<file path="src/rtl/uart_pkg.sv">
// Shared UART-side definitions: FSM state encoding and default widths.
// The TX_RESULT_CHK_EN macro adds the complement-byte states.
package uart_pkg;

    localparam int DBIT_DEF   = 8;
    localparam int ADDR_W_DEF = 2;

    typedef enum logic [2:0] {
        IDLE      = 3'd0,
        START     = 3'd1,
        WAIT      = 3'd2
`ifdef TX_RESULT_CHK_EN
        ,
        CHK_START = 3'd3,
        CHK_WAIT  = 3'd4
`endif
    } state_t;

endpackage

</file>
<file path="src/rtl/tx_result_queue_if.sv">
// Result-in / UART-out handshake bundle for tx_result_queue.
// master = producer/transmitter side, slave = the queue itself.
interface tx_result_queue_if #(
    parameter int DBIT = 8
);
    logic            res_valid;
    logic [DBIT-1:0] res_data;
    logic            tx_done_tick;
    logic            tx_start;
    logic [DBIT-1:0] d_in;
    logic            full;
    logic            empty;
    logic            overflow;

    modport master (
        output res_valid, res_data, tx_done_tick,
        input  tx_start, d_in, full, empty, overflow
    );

    modport slave (
        input  res_valid, res_data, tx_done_tick,
        output tx_start, d_in, full, empty, overflow
    );
endinterface

</file>
<file path="src/rtl/tx_result_queue_sync_fifo.sv">
// sync_fifo: small register FIFO with registered full/empty/overflow.
// A write while full is accepted when a pop happens in the same cycle.
module sync_fifo #(
    parameter int DBIT   = 8,
    parameter int ADDR_W = 2
) (
    input  logic            clk,
    input  logic            reset,
    input  logic            wr_en,
    input  logic [DBIT-1:0] wr_data,
    input  logic            rd_en,
    output logic [DBIT-1:0] rd_data,
    output logic            full,
    output logic            empty,
    output logic            overflow
);
    localparam int           DEPTH   = 1 << ADDR_W;
    localparam logic [ADDR_W:0] DEPTH_C = (ADDR_W+1)'(DEPTH);

    logic [DBIT-1:0]   mem [DEPTH];
    logic [ADDR_W-1:0] wr_ptr;
    logic [ADDR_W-1:0] rd_ptr;
    logic [ADDR_W:0]   count;
    logic [ADDR_W:0]   count_next;
    logic              do_pop;
    logic              do_push;

    assign do_pop  = rd_en && !empty;
    assign do_push = wr_en && (!full || do_pop);
    assign rd_data = mem[rd_ptr];

    // occupancy after this cycle's push/pop
    always_comb begin
        count_next = count;
        if (do_push && !do_pop)
            count_next = count + 1'b1;
        else if (do_pop && !do_push)
            count_next = count - 1'b1;
    end

    // storage write; contents need no reset
    always_ff @(posedge clk) begin
        if (do_push)
            mem[wr_ptr] <= wr_data;
    end

    // pointers, count and registered flags
    always_ff @(posedge clk or negedge reset) begin
        if (!reset) begin
            wr_ptr   <= '0;
            rd_ptr   <= '0;
            count    <= '0;
            full     <= 1'b0;
            empty    <= 1'b1;
            overflow <= 1'b0;
        end else begin
            if (do_push) wr_ptr <= wr_ptr + 1'b1;
            if (do_pop)  rd_ptr <= rd_ptr + 1'b1;
            count    <= count_next;
            full     <= (count_next == DEPTH_C);
            empty    <= (count_next == '0);
            overflow <= wr_en && !do_push;
        end
    end

endmodule

</file>
<file path="src/rtl/tx_result_queue.sv">
// tx_result_queue: buffers ALU result bytes and feeds them to the UART
// transmitter one at a time (tx_start pulse, wait for tx_done_tick).
// Optional macro TX_RESULT_CHK_EN: each result is followed by its complement.
module tx_result_queue
    import uart_pkg::*;
#(
    parameter int DBIT   = DBIT_DEF,
    parameter int ADDR_W = ADDR_W_DEF
) (
    input  logic             clk,
    input  logic             reset,
    tx_result_queue_if.slave bus
);
    state_t          state;
    state_t          state_next;
    logic            tx_start_r;
    logic            tx_start_next;
    logic [DBIT-1:0] d_in_r;
    logic [DBIT-1:0] d_in_next;
    logic [DBIT-1:0] head;
    logic            pop;
    logic            fifo_empty;

    sync_fifo #(
        .DBIT   (DBIT),
        .ADDR_W (ADDR_W)
    ) u_fifo (
        .clk      (clk),
        .reset    (reset),
        .wr_en    (bus.res_valid),
        .wr_data  (bus.res_data),
        .rd_en    (pop),
        .rd_data  (head),
        .full     (bus.full),
        .empty    (fifo_empty),
        .overflow (bus.overflow)
    );

    assign bus.empty    = fifo_empty;
    assign bus.tx_start = tx_start_r;
    assign bus.d_in     = d_in_r;

    // next-state, next tx_start/d_in and FIFO pop
    always_comb begin
        state_next    = state;
        tx_start_next = 1'b0;
        d_in_next     = d_in_r;
        pop           = 1'b0;
        case (state)
            IDLE: begin
                if (!fifo_empty) begin
                    d_in_next  = head;
                    state_next = START;
                end
            end
            START: begin
                tx_start_next = 1'b1;
                state_next    = WAIT;
            end
            WAIT: begin
                if (bus.tx_done_tick) begin
`ifdef TX_RESULT_CHK_EN
                    // entry stays queued until its check byte is out
                    d_in_next  = ~d_in_r;
                    state_next = CHK_START;
`else
                    pop        = 1'b1;
                    state_next = IDLE;
`endif
                end
            end
`ifdef TX_RESULT_CHK_EN
            CHK_START: begin
                tx_start_next = 1'b1;
                state_next    = CHK_WAIT;
            end
            CHK_WAIT: begin
                if (bus.tx_done_tick) begin
                    pop        = 1'b1;
                    state_next = IDLE;
                end
            end
`endif
            default: state_next = IDLE;
        endcase
    end

    // state and registered transmitter outputs
    always_ff @(posedge clk or negedge reset) begin
        if (!reset) begin
            state      <= IDLE;
            tx_start_r <= 1'b0;
            d_in_r     <= '0;
        end else begin
            state      <= state_next;
            tx_start_r <= tx_start_next;
            d_in_r     <= d_in_next;
        end
    end

endmodule
</file>
<file path="src/flat_wrapper.sv">
// flat-port wrapper written by rule: the top's interface ports become plain ports
module tx_result_queue_flat import uart_pkg::*;
#(
    parameter int DBIT   = DBIT_DEF,
    parameter int ADDR_W = ADDR_W_DEF
)
  (clk, reset, bus_res_valid, bus_res_data, bus_tx_done_tick, bus_tx_start, bus_d_in, bus_full, bus_empty, bus_overflow);
  tx_result_queue_if #(.DBIT(DBIT)) bus_i ();
  input  logic clk;
  input  logic reset;
  input wire logic [$bits(bus_i.res_valid)-1:0] bus_res_valid;
  input wire logic [$bits(bus_i.res_data)-1:0] bus_res_data;
  input wire logic [$bits(bus_i.tx_done_tick)-1:0] bus_tx_done_tick;
  output wire logic [$bits(bus_i.tx_start)-1:0] bus_tx_start;
  output wire logic [$bits(bus_i.d_in)-1:0] bus_d_in;
  output wire logic [$bits(bus_i.full)-1:0] bus_full;
  output wire logic [$bits(bus_i.empty)-1:0] bus_empty;
  output wire logic [$bits(bus_i.overflow)-1:0] bus_overflow;
  assign bus_i.res_valid = bus_res_valid;
  assign bus_i.res_data = bus_res_data;
  assign bus_i.tx_done_tick = bus_tx_done_tick;
  assign bus_tx_start = bus_i.tx_start;
  assign bus_d_in = bus_i.d_in;
  assign bus_full = bus_i.full;
  assign bus_empty = bus_i.empty;
  assign bus_overflow = bus_i.overflow;
  tx_result_queue #(.DBIT(DBIT), .ADDR_W(ADDR_W)) u_core (.clk(clk), .reset(reset), .bus(bus_i));
endmodule
</file>
<file path="config.mk">
export PLATFORM = sky130hd
export DESIGN_NAME = tx_result_queue_flat
export DESIGN_NICKNAME = d
export VERILOG_FILES = /design/src/rtl/uart_pkg.sv /design/src/rtl/tx_result_queue_if.sv /design/src/rtl/tx_result_queue_sync_fifo.sv /design/src/rtl/tx_result_queue.sv /design/src/flat_wrapper.sv
export SDC_FILE = /design/constraint.sdc
export NUM_CORES = 1
export LEC_CHECK = 0
export ABC_AREA = 1
export CAP_MARGIN = 20
export CORE_ASPECT_RATIO = 0.8
export CORE_UTILIZATION = 30
export CTS_BUF_LIST = sky130_fd_sc_hd__clkbuf_8
export DETAILED_ROUTE_END_ITERATION = 8
export GPL_TIMING_DRIVEN = 0
export SLEW_MARGIN = 10
export SYNTH_ARGS = -nofsm -noshare
export SYNTH_HDL_FRONTEND = slang
export SYNTH_SLANG_ARGS = --single-unit
</file>
<file path="constraint.sdc">
create_clock -name clk -period 1.65 [get_ports clk]
set_input_delay 0.2475 -clock clk [delete_from_list [all_inputs] [get_ports clk]]
set_output_delay 0.2475 -clock clk [all_outputs]
set_load 0.02 [all_outputs]
</file>
==> results.sh <==
export IMPL_wirelength_mm=4.292
export IMPL_power_density_nw_per_um2=1780
export IMPL_cp_max_fo=8
export IMPL_cts_tree="yes"
export IMPL_synth_top_cell_area_share_pct=43.56
export IMPL_drc=2
export IMPL_finalCritPeriodShare_pct=95.66
export IMPL_cap_violations=0
export IMPL_setup_violations_final=0
export IMPL_finClkSkew_ns=0.01111
export IMPL_hpwlAfterDp_mm=2.735
export IMPL_ys_top_cells_by_count="53 x nor2_1, 32 x edfxtp_1, 20 x dfrtp_1"
export IMPL_hold_buffers=0
export IMPL_fin_nets=243
export IMPL_yosys_top_cells_area="edfxtp_1 44%, dfrtp_1 23%, nor2_1 9.0%"
export IMPL_dpl_cell_count=299
export IMPL_synth_edf_count=32
export IMPL_antenna_found_initial=0
export IMPL_drive_above_1_share_pct=16.81
export IMPL_seq_area_frac_synth_pct=67.44
export IMPL_hold_violations=0
export IMPL_clock_latency_ns=0.31
export IMPL_grt_pass1_vias=1347
export IMPL_cpMaxStageDelayCell="dfrtp_1"
export IMPL_ir_drop_uv=840.3
export IMPL_startpoint_type="register"
export IMPL_core_area_um2=6993
export IMPL_path_clk_slew_ns=0.10
export IMPL_multi_input_area_um2=655.6
export IMPL_die_area_um2=7702
export IMPL_dr_pass1_iters=6
export IMPL_htree_levels=2
export IMPL_max_freq_mhz=633.6
export IMPL_rows=27
export IMPL_die_x_um=97.87
export IMPL_worst_slew_pin_slew_ns=0.4215
export IMPL_place_gp_congestion=0.7465
export IMPL_post_drt_wl_per_cell_um=13.71
export IMPL_cp_common_cell="nor2_4"
export IMPL_failed_checks="DRC"
export IMPL_crit_path_end_kind="register"
export IMPL_final_antenna_net_count=0
export IMPL_nFillCells=675
export IMPL_clock_path_buffers=2
export IMPL_initial_core_util_pct=31.54
export IMPL_area_growth_syn_to_layout_pct=25.64
export IMPL_cts_root_buf="clkbuf_8"
export IMPL_synth_area_leader_cell="edfxtp_1"
export IMPL_synth_async_reset_ratio_pct=39.62
export IMPL_syn_inst=189
export IMPL_yosysMostFrequentCell="nor2_1"
export IMPL_syn_nets=207
export IMPL_grt_overflow=0
export IMPL_synth_avg_cell_area_um2=11.67
export IMPL_ys_types=27
export IMPL_pin_count=24
export IMPL_grt_pass1_wl_mm=6.865
export IMPL_syn_area_um2=2206
export IMPL_arrival_ns=1.60
export IMPL_critPathMaxStageDelay_ns=0.45
export IMPL_rr_worst_depth=6
export IMPL_portBuffers=23
export IMPL_ff_latch_area_um2=1489
export IMPL_cts_buffers=5
export IMPL_hold_class="in -> async"
export IMPL_stdcell_count=313
export IMPL_die_h_um=78.70
export IMPL_crit_chain="nor2_4, nand2_2, nand2_1, nand2_4, nor2_4, buf_12"
export IMPL_path_class="reg -> reg"
export IMPL_viasPerCell=4.463
export IMPL_status="finished with violations"
export IMPL_min_period_ns=1.578
export IMPL_slew_violations=0
export IMPL_n_antenna_cell=0
export IMPL_drt_initial_drc_count=84
export IMPL_ys_ff_latch=53
export IMPL_yosys_warnings=0
export IMPL_required_ns=1.67
export IMPL_synthFlopType="edfxtp_1"
export IMPL_grt_max_degree=22
export IMPL_fin_setup_tns_ns=0
export IMPL_route_vias_total=1397
export IMPL_worst_slew_margin_rel_pct=71.81
export IMPL_gr_usage_all_layers_pct=12.01
export IMPL_leakagePower_nw=1.087
export IMPL_cts_sinks=53
## layer usage
metal | vias to the layer above | part of all wire, % | track usage, %
li1 | 701 | - | -
met1 | 665 | 48 | 15.96
met2 | 29 | 46 | 19.15
met3 | 2 | 4.8 | 2.817
met4 | 0 | 0.40 | 4.545
met5 | - | 0 | 0
## stage by stage
stage	util (%)	setup slack (ns)	instance area [um^2]	total power, mW	hold slack, ns
after floorplan	-	-0.02707	2206	3.391	-0.04809
after global placement	36.39	-0.7124	2545	4.065	0.5181
after detailed placement	36.39	-0.7410	2545	4.089	0.5274
after CTS	39.15	0.007946	2738	4.968	0.5309
after global routing	39.63	-0.008537	2771	5.309	0.2149
final	39.63	0.07161	2771	4.933	0.2089
## worst max-delay path, delay by kind of cell, from the launching register on
family                 cells  cell delay [ns]
and+or+nand+nor            5             0.70
DFF                        1             0.45
buffers and inverters      1             0.14
## cells in the final DEF, fill, tap and decap left out, types with 5 or more instances in the layout
master,synthesis,final
clkbuf_8,0,5
inv_1,16,16
a31oi_1,8,8
clkdlybuf4s50_1,0,22
nor2_4,1,5
dfrtp_1,20,19
nand2_1,10,9
o21ai_0,16,16
nor2_1,53,49
edfxtp_1,32,32
ha_1,6,6
## timing repair
item,in CTS,in global routing
setup buffers,5,0
resized for setup,10,2
pin swaps,4,1
setup endpoints to repair,33,32
## layout make-up
cell class                 instances  area share, %
sequential                        53          53.72
multi-input combinational        113          23.66
timing repair buffer              29          11.96
tap                               87          3.928
clock buffer                       5          2.483
inverter                          18          2.483
buffer                             5          1.129
clock inverter                     3         0.6321
## where the power goes
group / switching [mW] / internal, mW
Sequential: 0.204 / 1.83
Clock: 0.423 / 0.294
Combinational: 1.30 / 0.877
## sequential cells by signal, summed over array words and instances (netlist names)
| register | cells |
|---|---|
| u_core.bus.d_in | 8 |
| u_core.u_fifo.overflow | 1 |
| u_core.u_fifo.wr_ptr | 2 |
| u_core.state | 2 |
| u_core.bus.tx_start | 1 |
| u_core.u_fifo.full | 1 |
| u_core.u_fifo.rd_ptr | 2 |
| u_core.u_fifo.count | 3 |
| u_core.u_fifo.empty | 1 |
| u_core.u_fifo.mem | 32 |
## kinds of logic (layout without fill, tap and decap cells)
logic type      count (synthesis)  in the layout  share of synthesized area [%]
simple gates                   73             73                          15.20
compound gates                 30             30                          7.828
fa+ha+maj                       6              6                          3.403
flops                          53             53                          67.44
xor+xnor                        4              4                          1.588
buf+inv                        23             60                          4.537
## worst paths after layout
| kind | from | end | slack, ns |
|---|---|---|---|
| worst min register to register | u_core.state[1] | u_core.bus.tx_start | 0.54 |
| worst max register to register | u_core.state[0] | u_core.u_fifo.mem[0][3] | 0.07 |
| worst max-delay path | u_core.state[0] | u_core.u_fifo.mem[0][3] | 0.07 |
| max in group asynchronous | reset | u_core.u_fifo.empty | 0.96 |
| worst min-delay path | reset | u_core.bus.d_in[0] | 0.21 |
| min in group clk | u_core.state[1] | u_core.bus.tx_start | 0.54 |
(Power assumes the default switching activity.)
